File: config.mk
export PLATFORM = sky130hd
export DESIGN_NAME = bsg_upstream_link_arb
export DESIGN_NICKNAME = d
export VERILOG_FILES = /design/src/rtl/bsg_upstream_link_pkg.sv /design/src/rtl/bsg_upstream_rr_arb.sv /design/src/rtl/bsg_upstream_link_arb.sv
export SDC_FILE = /design/constraint.sdc
export NUM_CORES = 1
export LEC_CHECK = 0
export CAP_MARGIN = 5
export CORE_MARGIN = 1
export CORE_UTILIZATION = 44
export CTS_CLUSTER_DIAMETER = 150
export DETAILED_ROUTE_END_ITERATION = 10
export GPL_TIMING_DRIVEN = 0
export HOLD_SLACK_MARGIN = 0.03
export PLACE_DENSITY_LB_ADDON = 0.2
export SYNTH_ARGS = -nofsm -noshare
export SYNTH_HDL_FRONTEND = slang
export SYNTH_SLANG_ARGS = --single-unit
File: constraint.sdc
create_clock -name clk -period 3.5 [get_ports clk]
set_clock_uncertainty 0.2 [all_clocks]
set_input_delay 0.525 -clock clk [delete_from_list [all_inputs] [get_ports clk]]
set_output_delay 0.525 -clock clk [all_outputs]
set_load 0.005 [all_outputs]
File: src/rtl/bsg_upstream_link_pkg.sv
// Shared types and width helpers for the upstream link arbiter.
//   link_state_e : output-stage state (IDLE = empty, HOLD = flit presented)
//   flit_t       : flit as seen by the serializer (data + source index), default widths
//   credit_cnt_w : width of a credit counter able to hold 0..max_credits
package bsg_upstream_link_pkg;

  typedef enum logic {
    IDLE = 1'b0,
    HOLD = 1'b1
  } link_state_e;

  localparam int unsigned FLIT_DATA_W = 8;
  localparam int unsigned FLIT_SRC_W  = 2;

  typedef struct packed {
    logic [FLIT_DATA_W-1:0] data;
    logic [FLIT_SRC_W-1:0]  src;
  } flit_t;

  function automatic int unsigned credit_cnt_w(input int unsigned max_credits);
    return $clog2(max_credits + 1);
  endfunction

endpackage

File: src/rtl/bsg_upstream_rr_arb.sv
// Combinational round-robin pick.
//   req_i   : request vector
//   ptr_i   : last-served index; search starts at ptr_i+1 and wraps
//   grant_o : one-hot grant (all zero when no request)
//   idx_o   : binary index of the granted requester
//   valid_o : some requester was granted
module bsg_upstream_rr_arb #(
  parameter int unsigned NUM_REQ = 4,
  localparam int unsigned SRC_W  = $clog2(NUM_REQ)
) (
  input  logic [NUM_REQ-1:0] req_i,
  input  logic [SRC_W-1:0]   ptr_i,
  output logic [NUM_REQ-1:0] grant_o,
  output logic [SRC_W-1:0]   idx_o,
  output logic               valid_o
);

  always_comb begin
    int unsigned cand;
    grant_o = '0;
    idx_o   = '0;
    valid_o = 1'b0;
    cand    = 0;
    for (int unsigned off = 1; off <= NUM_REQ; off++) begin
      cand = (32'(ptr_i) + off) % NUM_REQ;
      if (!valid_o && req_i[cand]) begin
        valid_o       = 1'b1;
        grant_o[cand] = 1'b1;
        idx_o         = cand[SRC_W-1:0];
      end
    end
  end

endmodule

File: src/rtl/bsg_upstream_link_arb.sv
// Upstream link arbiter: round-robin shares one credit-controlled link among
// NUM_REQ requesters and presents one registered flit at a time.
//   clk, rst        : clock, synchronous active-high reset
//   req_valid_i/    : per-requester flit valid / data (requester i at [i*DATA_W +: DATA_W])
//   req_data_i
//   req_ready_o     : one-hot accept strobe (combinational)
//   link_valid_o/   : registered flit toward the serializer, with source index
//   link_data_o/link_src_o, link_ready_i : serializer handshake
//   token_i         : credit-return pulse, worth TOKEN_WEIGHT credits
//   credits_o       : current credit count
//   stall_o         : requests pending with no credits
//   overflow_err_o  : sticky, a token return exceeded MAX_CREDITS
// Build option: UPSTREAM_ARB_BURST_EN keeps the grant on one requester for up to
// BURST_LEN consecutive flits; otherwise strict per-flit round robin.
module bsg_upstream_link_arb
  import bsg_upstream_link_pkg::*;
#(
  parameter int unsigned NUM_REQ      = 4,
  parameter int unsigned DATA_W       = 8,
  parameter int unsigned MAX_CREDITS  = 8,
  parameter int unsigned TOKEN_WEIGHT = 4,
  parameter int unsigned BURST_LEN    = 4,
  localparam int unsigned SRC_W       = $clog2(NUM_REQ),
  localparam int unsigned CNT_W       = credit_cnt_w(MAX_CREDITS)
) (
  input  logic                      clk,
  input  logic                      rst,
  input  logic [NUM_REQ-1:0]        req_valid_i,
  input  logic [NUM_REQ*DATA_W-1:0] req_data_i,
  output logic [NUM_REQ-1:0]        req_ready_o,
  output logic                      link_valid_o,
  output logic [DATA_W-1:0]         link_data_o,
  output logic [SRC_W-1:0]          link_src_o,
  input  logic                      link_ready_i,
  input  logic                      token_i,
  output logic [CNT_W-1:0]          credits_o,
  output logic                      stall_o,
  output logic                      overflow_err_o
);

  localparam logic [CNT_W:0]   MaxCred  = (CNT_W+1)'(MAX_CREDITS);
  localparam logic [CNT_W:0]   TokenInc = (CNT_W+1)'(TOKEN_WEIGHT);
  localparam logic [SRC_W-1:0] LastIdx  = SRC_W'(NUM_REQ - 1);

  link_state_e         state_q, state_d;
  logic [DATA_W-1:0]   data_q, data_d;
  logic [SRC_W-1:0]    src_q, src_d;
  logic [SRC_W-1:0]    ptr_q, ptr_d;
  logic [CNT_W-1:0]    cred_q, cred_d;
  logic [CNT_W:0]      cred_sum;
  logic                ovf_q, ovf_d;
  logic [NUM_REQ-1:0]  gnt_oh;
  logic [SRC_W-1:0]    gnt_idx;
  logic                gnt_any;
  logic                load;

  bsg_upstream_rr_arb #(
    .NUM_REQ(NUM_REQ)
  ) u_rr_arb (
    .req_i  (req_valid_i),
    .ptr_i  (ptr_q),
    .grant_o(gnt_oh),
    .idx_o  (gnt_idx),
    .valid_o(gnt_any)
  );

  // Registered credit count only; a same-cycle token cannot enable a load.
  // Gated by rst so nothing is acknowledged that reset is about to drop.
  assign load = !rst && (state_q == IDLE || link_ready_i) && (cred_q != '0) && gnt_any;

  assign req_ready_o    = load ? gnt_oh : '0;
  assign link_valid_o   = (state_q == HOLD);
  assign link_data_o    = data_q;
  assign link_src_o     = src_q;
  assign credits_o      = cred_q;
  assign stall_o        = (|req_valid_i) && (cred_q == '0);
  assign overflow_err_o = ovf_q;

  always_comb begin
    state_d = state_q;
    data_d  = data_q;
    src_d   = src_q;
    if (load) begin
      state_d = HOLD;
      data_d  = req_data_i[gnt_idx*DATA_W +: DATA_W];
      src_d   = gnt_idx;
    end else if (state_q == HOLD && link_ready_i) begin
      state_d = IDLE;
    end
  end

  // One bit of headroom so a token return above the ceiling is detectable.
  always_comb begin
    cred_sum = {1'b0, cred_q} - (CNT_W+1)'(load) + (token_i ? TokenInc : '0);
    ovf_d    = ovf_q;
    if (cred_sum > MaxCred) begin
      cred_d = MaxCred[CNT_W-1:0];
      ovf_d  = 1'b1;
    end else begin
      cred_d = cred_sum[CNT_W-1:0];
    end
  end

`ifdef UPSTREAM_ARB_BURST_EN
  localparam int unsigned BurstW = $clog2(BURST_LEN + 1);

  logic [BurstW-1:0] burst_q, burst_d, burst_nxt;
  logic [SRC_W-1:0]  last_q, last_d;

  // Parking the pointer one below the granted index makes it win again next time.
  always_comb begin
    ptr_d     = ptr_q;
    burst_d   = burst_q;
    last_d    = last_q;
    burst_nxt = (gnt_idx == last_q && burst_q != '0) ? burst_q + BurstW'(1) : BurstW'(1);
    if (load) begin
      last_d = gnt_idx;
      if (burst_nxt == BurstW'(BURST_LEN)) begin
        ptr_d   = gnt_idx;
        burst_d = '0;
      end else begin
        ptr_d   = (gnt_idx == '0) ? LastIdx : gnt_idx - SRC_W'(1);
        burst_d = burst_nxt;
      end
    end else if (burst_q != '0 && !req_valid_i[last_q]) begin
      ptr_d   = last_q;
      burst_d = '0;
    end
  end

  always_ff @(posedge clk) begin
    if (rst) begin
      burst_q <= '0;
      last_q  <= '0;
    end else begin
      burst_q <= burst_d;
      last_q  <= last_d;
    end
  end
`else
  always_comb begin
    ptr_d = ptr_q;
    if (load) begin
      ptr_d = gnt_idx;
    end
  end
`endif

  always_ff @(posedge clk) begin
    if (rst) begin
      state_q <= IDLE;
      data_q  <= '0;
      src_q   <= '0;
      ptr_q   <= LastIdx;
      cred_q  <= MaxCred[CNT_W-1:0];
      ovf_q   <= 1'b0;
    end else begin
      state_q <= state_d;
      data_q  <= data_d;
      src_q   <= src_d;
      ptr_q   <= ptr_d;
      cred_q  <= cred_d;
      ovf_q   <= ovf_d;
    end
  end

endmodule

==> results of run 1 <==
[metal layers]
layer / wire length, µm / vias to the layer above / global-route usage [%]
met5: 0 / - / 0
met4: 57 / 0 / 6.10
met3: 240 / 7 / 3.65
met2: 2130 / 59 / 41.2
met1: 1870 / 739 / 28.7
li1: - / 829 / -
[kinds of logic (layout without fill, tap and decap cells)]
| group | count (synthesis) | count (layout) | synth area share (%) |
|---|---|---|---|
| AOI/OAI and AO/OA | 62 | 62 | 27.9 |
| xor gates and xnor gates | 2 | 2 | 1.09 |
| adders and majority gates | 14 | 14 | 11.4 |
| buffers and inverters | 25 | 94 | 7.94 |
| DFF | 18 | 18 | 22.4 |
| muxes | 3 | 3 | 4.44 |
| and+or+nand+nor | 64 | 64 | 24.8 |
[registers in the layout, summed over array words and instances, names as in the netlist]
| name | count |
|---|---|
| credits_o | 4 |
| ptr_q | 2 |
| link_src_o | 2 |
| link_data_o | 8 |
| link_valid_o | 1 |
| overflow_err_o | 1 |
[area by class of cell]
class / instances / area (µm²) / share of cell area, %
Multi-Input combinational cell: 145 / 1130 / 47.6
Tap cell: 46 / 57.6 / 2.42
Sequential cell: 18 / 368 / 15.4
Inverter: 12 / 48.8 / 2.05
Buffer: 10 / 67.6 / 2.84
Timing Repair Buffer: 68 / 671 / 28.2
Clock buffer: 4 / 36.3 / 1.52
[report_power, final]
part	leakage (nW)	switching (mW)	internal, mW
clock	0.0210	0.0669	0.0634
sequential	0.149	0.0711	0.291
combinational	0.805	0.600	0.659
total	0.975	0.738	1.01
[cell usage in the layout (no fill, tap or decap), drive strengths merged, types with 9 or more instances in the layout]
cell	n
clkdlybuf4s50	53
buf	14
a31oi	9
nand2	16
a21boi	17
dfxtp	18
ha	13
inv	11
clkbuf	9
and3	17
o21ai	19
[how the worst max path moves through the flow]
stage,endpoint,slack [ns],startpoint,cells after the start
floorplan,credits_o[1]$_SDFF_PP0_,0.29,rst,12
global placement,credits_o[2]$_SDFF_PP0_,-0.45,req_valid_i[3],13
detailed placement,credits_o[2]$_SDFF_PP0_,-0.46,req_valid_i[3],13
CTS,req_ready_o[1],0.02,req_valid_i[0],6
global route,req_ready_o[2],0.009,ptr_q[0]$_SDFFE_PP1P_,7
finish,req_ready_o[2],0.1,ptr_q[0]$_SDFFE_PP1P_,7
[worst max-delay path, stage by stage (launching register included)]
cell and delay, ns:
dfxtp_4 0.40, clkinvlp_4 0.12, ha_4 0.31, mux4_2 0.51
nor3b_4 0.19, a222oi_1 0.31, a21oi_1 0.11, clkdlybuf4s50_1 0.45
[stage by stage]
stage	hold WS, ns	std cells	cell area (µm²)	total power, mW	worst slack, ns
floorplan	0.265	188	1610	1.13	0.288
detailed placement	0.270	293	2260	1.51	-0.464
global placement	0.264	293	2260	1.48	-0.449
CTS	0.286	301	2350	1.71	0.0205
finish	0.284	303	2380	1.75	0.0985
global route	0.322	303	2380	1.90	0.00938
[timing repair]
item                       in CTS  in global routing
resized for setup              17                  3
hold buffers                    0                  0
buffers inserted                5                  4
setup endpoints to repair       9                  6
pin swaps                       3                  4
==> reports/metrics.cfg, run 1 <==
[synthesis]
synth_warnings=0
synth_seq_cells=18
yosysTopAreaCell=dfxtp_1
synth_area_um2=1610
syn-num-nets=242
synth_most_common_cell=dfxtp_1
netlist_top_cells_count=18 x dfxtp_1, 16 x and3_1, 15 x nand2_1
yosysTopAreaCellShare_pct=22.4
synth_edf_count=0
synth_area_leaders=dfxtp_1 22%, ha_1 10%, and3_1 6.2%
synth_cells=188
synth_area_per_cell_um2=8.55
synth_ff_type=dfxtp_1
ys_seq_area_share_pct=22.4
synthDistinctLibCells=46
synthArstFlopShare_pct=0

[route]
dr.pass1.iters=4
ant_nets=0
drc_errors=0
via_count=1634
dr.first_iter.drc_count=89
wl_mm=4.30
viasPerCell=5.39
wl_per_cell_um=14.2

[sta]
fin_setup_tns_ns=0
rsz0062_at_grt=false
drv_slew=0
max_slew_margin_pct=66.4
worst_slew_pin_slew_ns=0.504
clock.fmax_ghz=0.294
finalCritPeriodShare_pct=97.2
setup_viol=0
period_needed_ns=3.40
hold_viol_final=0

[floorplanning]
start_util_pct=47.1
die_area_um2=3900
die_w_um=62.5
die_h_um=62.5
io_pins=61
core_area_um2=3420
num_rows=21

[placement]
post-dp-hpwl_mm=3.17
place.gp.congestion=0.823
portBuffers=59

[layout]
drive_gt1_share_pct=18.3
antenna_cells=0
area_growth_pct=48.1
fin_util_pct=69.7
fin_nets=312
fillCellCount=287

[run]
maxCapViolations=0

[cts]
htreeDepth=1
clk_pin_slew_ns=0.11
ctsRootBufferMaster=clkbuf_4
cts_max_path_buffers=2
cts-buffers-inserted=3
clock-sinks=18
clkLatencyLatePin_ns=0.30
cts_tree=yes

[setup_path]
rr_worst_depth=11
reg2reg_slack_ns=0.59
end_kind=primary output
critPathRequiredTime_ns=2.77
critPathLaunchType=register
crit_fanout=6
path_class=register to primary output
regToRegStartpoint=link_valid_o$_SDFFE_PP0P_
critPathArrivalTime_ns=2.68
reg2reg_to=credits_o[2]$_SDFF_PP0_

[global_route]
first_global_vias=1661
antenna_found_initial=0
grt_overflow=0
grt_max_degree=11
grtUsageTotal_pct=23.1
grt_first_pass_wirelength_mm=7.39

[pwr]
ir_drop_uv=345
p_leak_nw=0.975
power.density_nw_per_um2=736

[outcome]
status=finished, final reports clean

[worst_hold_path]
holdPathStages=2
hp-start=link_data_o[3]$_SDFFE_PP0P_
holdPathEnd=link_data_o[3]$_SDFFE_PP0P_
holdCritPathClass=register to register

(Power assumes the default switching activity.)
==> run 2, diff against run 1 <==
--- a/config.mk
+++ b/config.mk
@@ -16,3 +16,4 @@
 export SYNTH_ARGS = -nofsm -noshare
 export SYNTH_HDL_FRONTEND = slang
 export SYNTH_SLANG_ARGS = --single-unit
+export TNS_END_PERCENT = 30
==> reports/metrics.cfg, run 2 (synthesis results as in run 1) <==
[outcome]
status=finished, final reports clean

[worst_hold_path]
holdCritPathClass=register to register
holdPathStages=2  ; unchanged

[route]
ant_nets=0  ; unchanged
dr.first_iter.drc_count=88  ; -1.1%
via_count=1618  ; -0.98%
drc_errors=0  ; unchanged
dr.pass1.iters=4  ; unchanged
wl_per_cell_um=14.1  ; -0.60%
viasPerCell=5.38  ; -0.32%
wl_mm=4.25  ; -1.3%

[cts]
cts-buffers-inserted=3  ; unchanged
clk_pin_slew_ns=0.11  ; about the same
clkLatencyLatePin_ns=0.30  ; about the same
htreeDepth=1  ; unchanged
ctsRootBufferMaster=clkbuf_4
cts_max_path_buffers=2  ; unchanged
clock-sinks=18  ; unchanged
cts_tree=yes

[layout]
final_area_um2=2350  ; -1.1%
area_growth_pct=46.5
final_cell_mix=53 x clkdlybuf4s50_1, 16 x and3_1, 16 x dfxtp_1
largest_reg_flops=8  ; unchanged
drive_gt1_share_pct=17.6  ; -0.64 points
antenna_cells=0  ; unchanged
finalNonFillerCells=301  ; -0.66%
final_common_cell=clkdlybuf4s50_1
fin_nets=310  ; -0.64%

[setup_path]
end_kind=primary output
critPathLaunchType=register
path_class=register to primary output
critPathArrivalTime_ns=2.77  ; +0.09 ns
crit_path_top_delay_cell=mux4_2
path_buf_inv=3  ; +1
rr_worst_depth=11  ; unchanged
critical-path-max-stage-delay_ns=0.51  ; about the same
cp_cell_sequence=buf_6 > clkinvlp_4 > ha_4 > mux4_2 > nor3b_4 > a222oi_1 > a21oi_1 > clkdlybuf4s50_1
crit_fanout=10  ; +4
crit_family=buffers and inverters
crit_cells=8  ; +1
critPathRequiredTime_ns=2.77  ; about the same

[global_route]
grt_max_degree=11  ; unchanged
grtUsageTotal_pct=23.1  ; unchanged
grt_first_pass_wirelength_mm=7.39  ; unchanged
first_global_vias=1661  ; unchanged
antenna_found_initial=0  ; unchanged
grt_overflow=0  ; unchanged

[sta]
rsz0062_at_grt=true
period_needed_ns=3.49  ; +0.0909 ns
clock.fmax_ghz=0.286  ; -2.6%
setup_viol=0  ; unchanged
finalWorstSetupSlack_ns=0.00766  ; -0.0909 ns
drv_slew=0  ; unchanged
worst_slew_pin_slew_ns=0.499  ; -0.00422 ns
hold_viol_final=0  ; unchanged
finalCritPeriodShare_pct=99.8  ; +2.6 points
max_slew_margin_pct=66.7  ; +0.28 points

[floorplanning]
die_h_um=62.5  ; unchanged
num_rows=21  ; unchanged
die_area_um2=3900  ; unchanged
core_area_um2=3420  ; unchanged
start_util_pct=47.1  ; unchanged
io_pins=61  ; unchanged
die_w_um=62.5  ; unchanged

[placement]
post-dp-hpwl_mm=3.17  ; unchanged
place.gp.congestion=0.823  ; unchanged
pre_cts_ws_ns=-0.464  ; unchanged
dpl_cell_area_um2=2260  ; unchanged
dp.cells=293  ; unchanged
portBuffers=59  ; unchanged

[run]
maxCapViolations=0  ; unchanged

[pwr]
ir_drop_uv=345  ; +0.19%
p_leak_nw=0.961  ; -1.4%
total_power_mw=1.71  ; -2.5%
power.density_nw_per_um2=725  ; -1.4%

-- run 2: changes by cell type in the layout (fill, tap and decap cells not counted), sizes merged --
cell / before / now
buf: 14 / 11
clkbuf: 9 / 10
-- run 2: through the flow --
step	utilization, %	TNS [ns]	hold slack, ns
5_1_grt	68.9	-0.154	0.322
4_1_cts	68.8	0	0.286
3_3_place_gp	66.0	-2.55	0.264
3_5_place_dp	66.0	-2.58	0.270
2_1_floorplan	-	0	0.265
6_report	68.9	0	0.284
-- run 2: power breakdown --
part | total, mW | switching, mW | leakage, nW | internal [mW]
combinational | 1.24 | 0.609 | 0.792 | 0.627
clock | 0.130 | 0.0670 | 0.0210 | 0.0635
sequential | 0.341 | 0.0529 | 0.148 | 0.289
total | 1.71 | 0.729 | 0.961 | 0.979
-- run 2: final cells by class --
cell class                 count  area, µm²
buffer                        12       86.3
clock buffer                   4       36.3
fill                         291       1060
inverter                      12       48.8
multi-input combinational    145       1130
sequential                    18        365
tap                           46       57.6
timing repair buffer          64        628
-- run 2: repair_timing --
action	in CTS	in global routing
cloned	0	0
hold buffers	0	0
setup endpoints to repair	9	6
endpoints found under the hold margin	0	0
buffers inserted	5	0
pin swaps	3	0
resized for setup	17	2
-- run 2: path summary, 6_finish.rpt --
path | start | to | slack (ns)
min reg2reg | link_data_o[3]$_SDFFE_PP0P_ | link_data_o[3]$_SDFFE_PP0P_ | 0.28
min | link_data_o[3]$_SDFFE_PP0P_ | link_data_o[3]$_SDFFE_PP0P_ | 0.28
max reg2reg | link_valid_o$_SDFFE_PP0P_ | credits_o[2]$_SDFF_PP0_ | 0.59
max | ptr_q[0]$_SDFFE_PP1P_ | req_ready_o[2] | 0.008
-- run 2: routing by layer --
layer	global-route usage, %	share of wire (%)	up-vias
met5	0	0	-
met4	6.10	1.2	0
met3	3.65	5.3	7
met2	41.2	49	55
met1	28.7	44	736
li1	-	-	820
-- run 2: worst reg2reg max path, stage by stage (launching register included) --
cell	delay (ns)
dfxtp_1	0.34
nor2b_1	0.13
or4_4	0.58
inv_2	0.10
ha_1	0.15
inv_1	0.05
ha_1	0.22
fa_1	0.40
xnor2_1	0.16
o21ai_1	0.22
nor2_1	0.09
and2_1	0.18
==> run 3, diff against run 2 <==
--- a/config.mk
+++ b/config.mk
@@ -13,6 +13,7 @@
 export GPL_TIMING_DRIVEN = 0
 export HOLD_SLACK_MARGIN = 0.03
 export PLACE_DENSITY_LB_ADDON = 0.2
+export SKIP_LAST_GASP = 1
 export SYNTH_ARGS = -nofsm -noshare
 export SYNTH_HDL_FRONTEND = slang
 export SYNTH_SLANG_ARGS = --single-unit
==> reports/metrics.cfg, run 3 (synthesis results as in run 1) <==
[run]
maxCapViolations=0  ; unchanged

[setup_path]
critPathLaunchType=register
rr_worst_depth=11  ; unchanged
reg2reg_to=credits_o[2]$_SDFF_PP0_
regToRegStartpoint=link_valid_o$_SDFFE_PP0P_
end_kind=primary output
reg2reg_slack_ns=0.59  ; about the same
path_class=register to primary output
critPathArrivalTime_ns=2.75  ; -0.02 ns
critPathRequiredTime_ns=2.77  ; about the same
crit_fanout=10  ; unchanged

[floorplanning]
start_util_pct=47.1  ; unchanged
io_pins=61  ; unchanged
die_w_um=62.5  ; unchanged
die_h_um=62.5  ; unchanged
die_area_um2=3900  ; unchanged
num_rows=21  ; unchanged
core_area_um2=3420  ; unchanged

[cts]
htreeDepth=1  ; unchanged
ctsRootBufferMaster=clkbuf_4
cts_max_path_buffers=2  ; unchanged
clkLatencyLatePin_ns=0.30  ; about the same
cts_tree=yes
clock-sinks=18  ; unchanged
cts-buffers-inserted=3  ; unchanged
clk_pin_slew_ns=0.11  ; about the same
hold_buffers=0  ; unchanged

[global_route]
grt_max_degree=11  ; unchanged
grtUsageTotal_pct=23.1  ; unchanged
grt_first_pass_wirelength_mm=7.39  ; unchanged
antenna_found_initial=0  ; unchanged
grt_overflow=0  ; unchanged
first_global_vias=1659  ; -0.12%

[layout]
antenna_cells=0  ; unchanged
final_common_cell=clkdlybuf4s50_1
seqCellArea_um2=365  ; unchanged
fin_nets=313  ; +0.97%
drive_gt1_share_pct=18.6  ; +0.96 points
finalNonFillerCells=304  ; +1.0%
area_growth_pct=47.8
fillCellCount=288  ; -1.0%
final_cell_mix=55 x clkdlybuf4s50_1, 16 x and3_1, 16 x dfxtp_1
multi_input_area_um2=1130  ; unchanged
largest_reg_flops=8  ; unchanged

[sta]
drv_slew=0  ; unchanged
setup_viol=0  ; unchanged
finalCritPeriodShare_pct=99.2  ; -0.57 points
fin_setup_tns_ns=0  ; unchanged
max_slew_margin_pct=66.7  ; unchanged
rsz0062_at_grt=true
clock.fmax_ghz=0.288  ; +0.58%
period_needed_ns=3.47  ; -0.0201 ns
finalWorstSetupSlack_ns=0.0278  ; +0.0201 ns
worst_slew_pin_slew_ns=0.499  ; +0.000000238 ns
hold_viol_final=0  ; unchanged

[placement]
place.gp.congestion=0.823  ; unchanged
post-dp-hpwl_mm=3.17  ; unchanged
dp.cells=293  ; unchanged
portBuffers=59  ; unchanged
pre_cts_ws_ns=-0.464  ; unchanged

[pwr]
ir_drop_uv=345  ; -0.20%
p_leak_nw=0.962  ; about the same
total_power_mw=1.74  ; +2.1%
power.density_nw_per_um2=734  ; +1.2%

[route]
dr.first_iter.drc_count=98  ; +11%
viasPerCell=5.37  ; -0.13%
wl_per_cell_um=14.2  ; +0.53%
drc_errors=0  ; unchanged
wl_mm=4.32  ; +1.5%
dr.pass1.iters=5  ; +1
via_count=1632  ; +0.87%
ant_nets=0  ; unchanged

[worst_hold_path]
holdPathEnd=link_data_o[3]$_SDFFE_PP0P_
holdPathStages=2  ; unchanged
hp-start=link_data_o[3]$_SDFFE_PP0P_
holdCritPathClass=register to register

[outcome]
status=finished, final reports clean

==> run 3: changes by cell type in the layout (fill, tap and decap cells not counted) <==
cell             delta
dlymetal6s2s_1      -1
dlygate4sd2_1       -1
clkdlybuf4s50_1     +2
buf_4               +3
==> run 3: final cells by class <==
class | instances | share of cell area, %
multi-input cells | 145 | 47.7
repair buffers | 67 | 27.3
flip-flops and latches | 18 | 15.4
plain buffers | 12 | 3.63
well taps | 46 | 2.42
inverters | 12 | 2.05
clock buffers | 4 | 1.53
==> run 3: routing by layer <==
layer | global-route usage, % | up-vias | routed length (µm) | share of wire (%)
met3 | 3.65 | 7 | 218 | 5.1
li1 | - | 827 | - | -
met4 | 6.10 | 0 | 53 | 1.2
met5 | 0 | - | 0 | 0
met1 | 28.7 | 746 | 1930 | 45
met2 | 41.2 | 52 | 2110 | 49
==> run 3: per-stage QoR <==
step                      area (µm²)  hold slack, ns  util, %
after floorplan                 1610           0.265        -
after global placement          2260           0.264     66.0
after detailed placement        2260           0.270     66.0
after CTS                       2350           0.286     68.8
after global routing            2380           0.322     69.6
final                           2380           0.284     69.6
==> run 3: power breakdown <==
part	internal, mW	leakage [nW]	total, mW	switching (mW)
sequential	0.289	0.148	0.342	0.0531
combinational	0.653	0.793	1.27	0.618
clock	0.0634	0.0210	0.130	0.0670
==> run 3: worst max path at each step <==
stage                     startpoint                       to  slack [ns]  depth (start not counted)
2_1_floorplan                    rst  credits_o[1]$_SDFF_PP0_        0.29                         12
3_3_place_gp          req_valid_i[3]  credits_o[2]$_SDFF_PP0_       -0.45                         13
3_5_place_dp          req_valid_i[3]  credits_o[2]$_SDFF_PP0_       -0.46                         13
4_1_cts        ptr_q[0]$_SDFFE_PP1P_           req_ready_o[0]       -0.02                          8
5_1_grt        ptr_q[0]$_SDFFE_PP1P_           req_ready_o[1]       -0.09                          8
6_report       ptr_q[0]$_SDFFE_PP1P_           req_ready_o[1]        0.03                          8
==> run 3: critical path: stages (launching register included) <==
cell and delay, ns:
dfxtp_4 0.36, buf_6 0.14, clkinvlp_4 0.12, ha_4 0.31
mux4_2 0.51, nor3b_4 0.19, a222oi_1 0.27, a21oi_1 0.11
clkdlybuf4s50_1 0.46
==> run 3: what timing repair did <==
action                                  CTS  global route
pin swaps                                 2             3
setup buffers                             5             3
resized for setup                        16             1
endpoints found under the setup margin    9             6
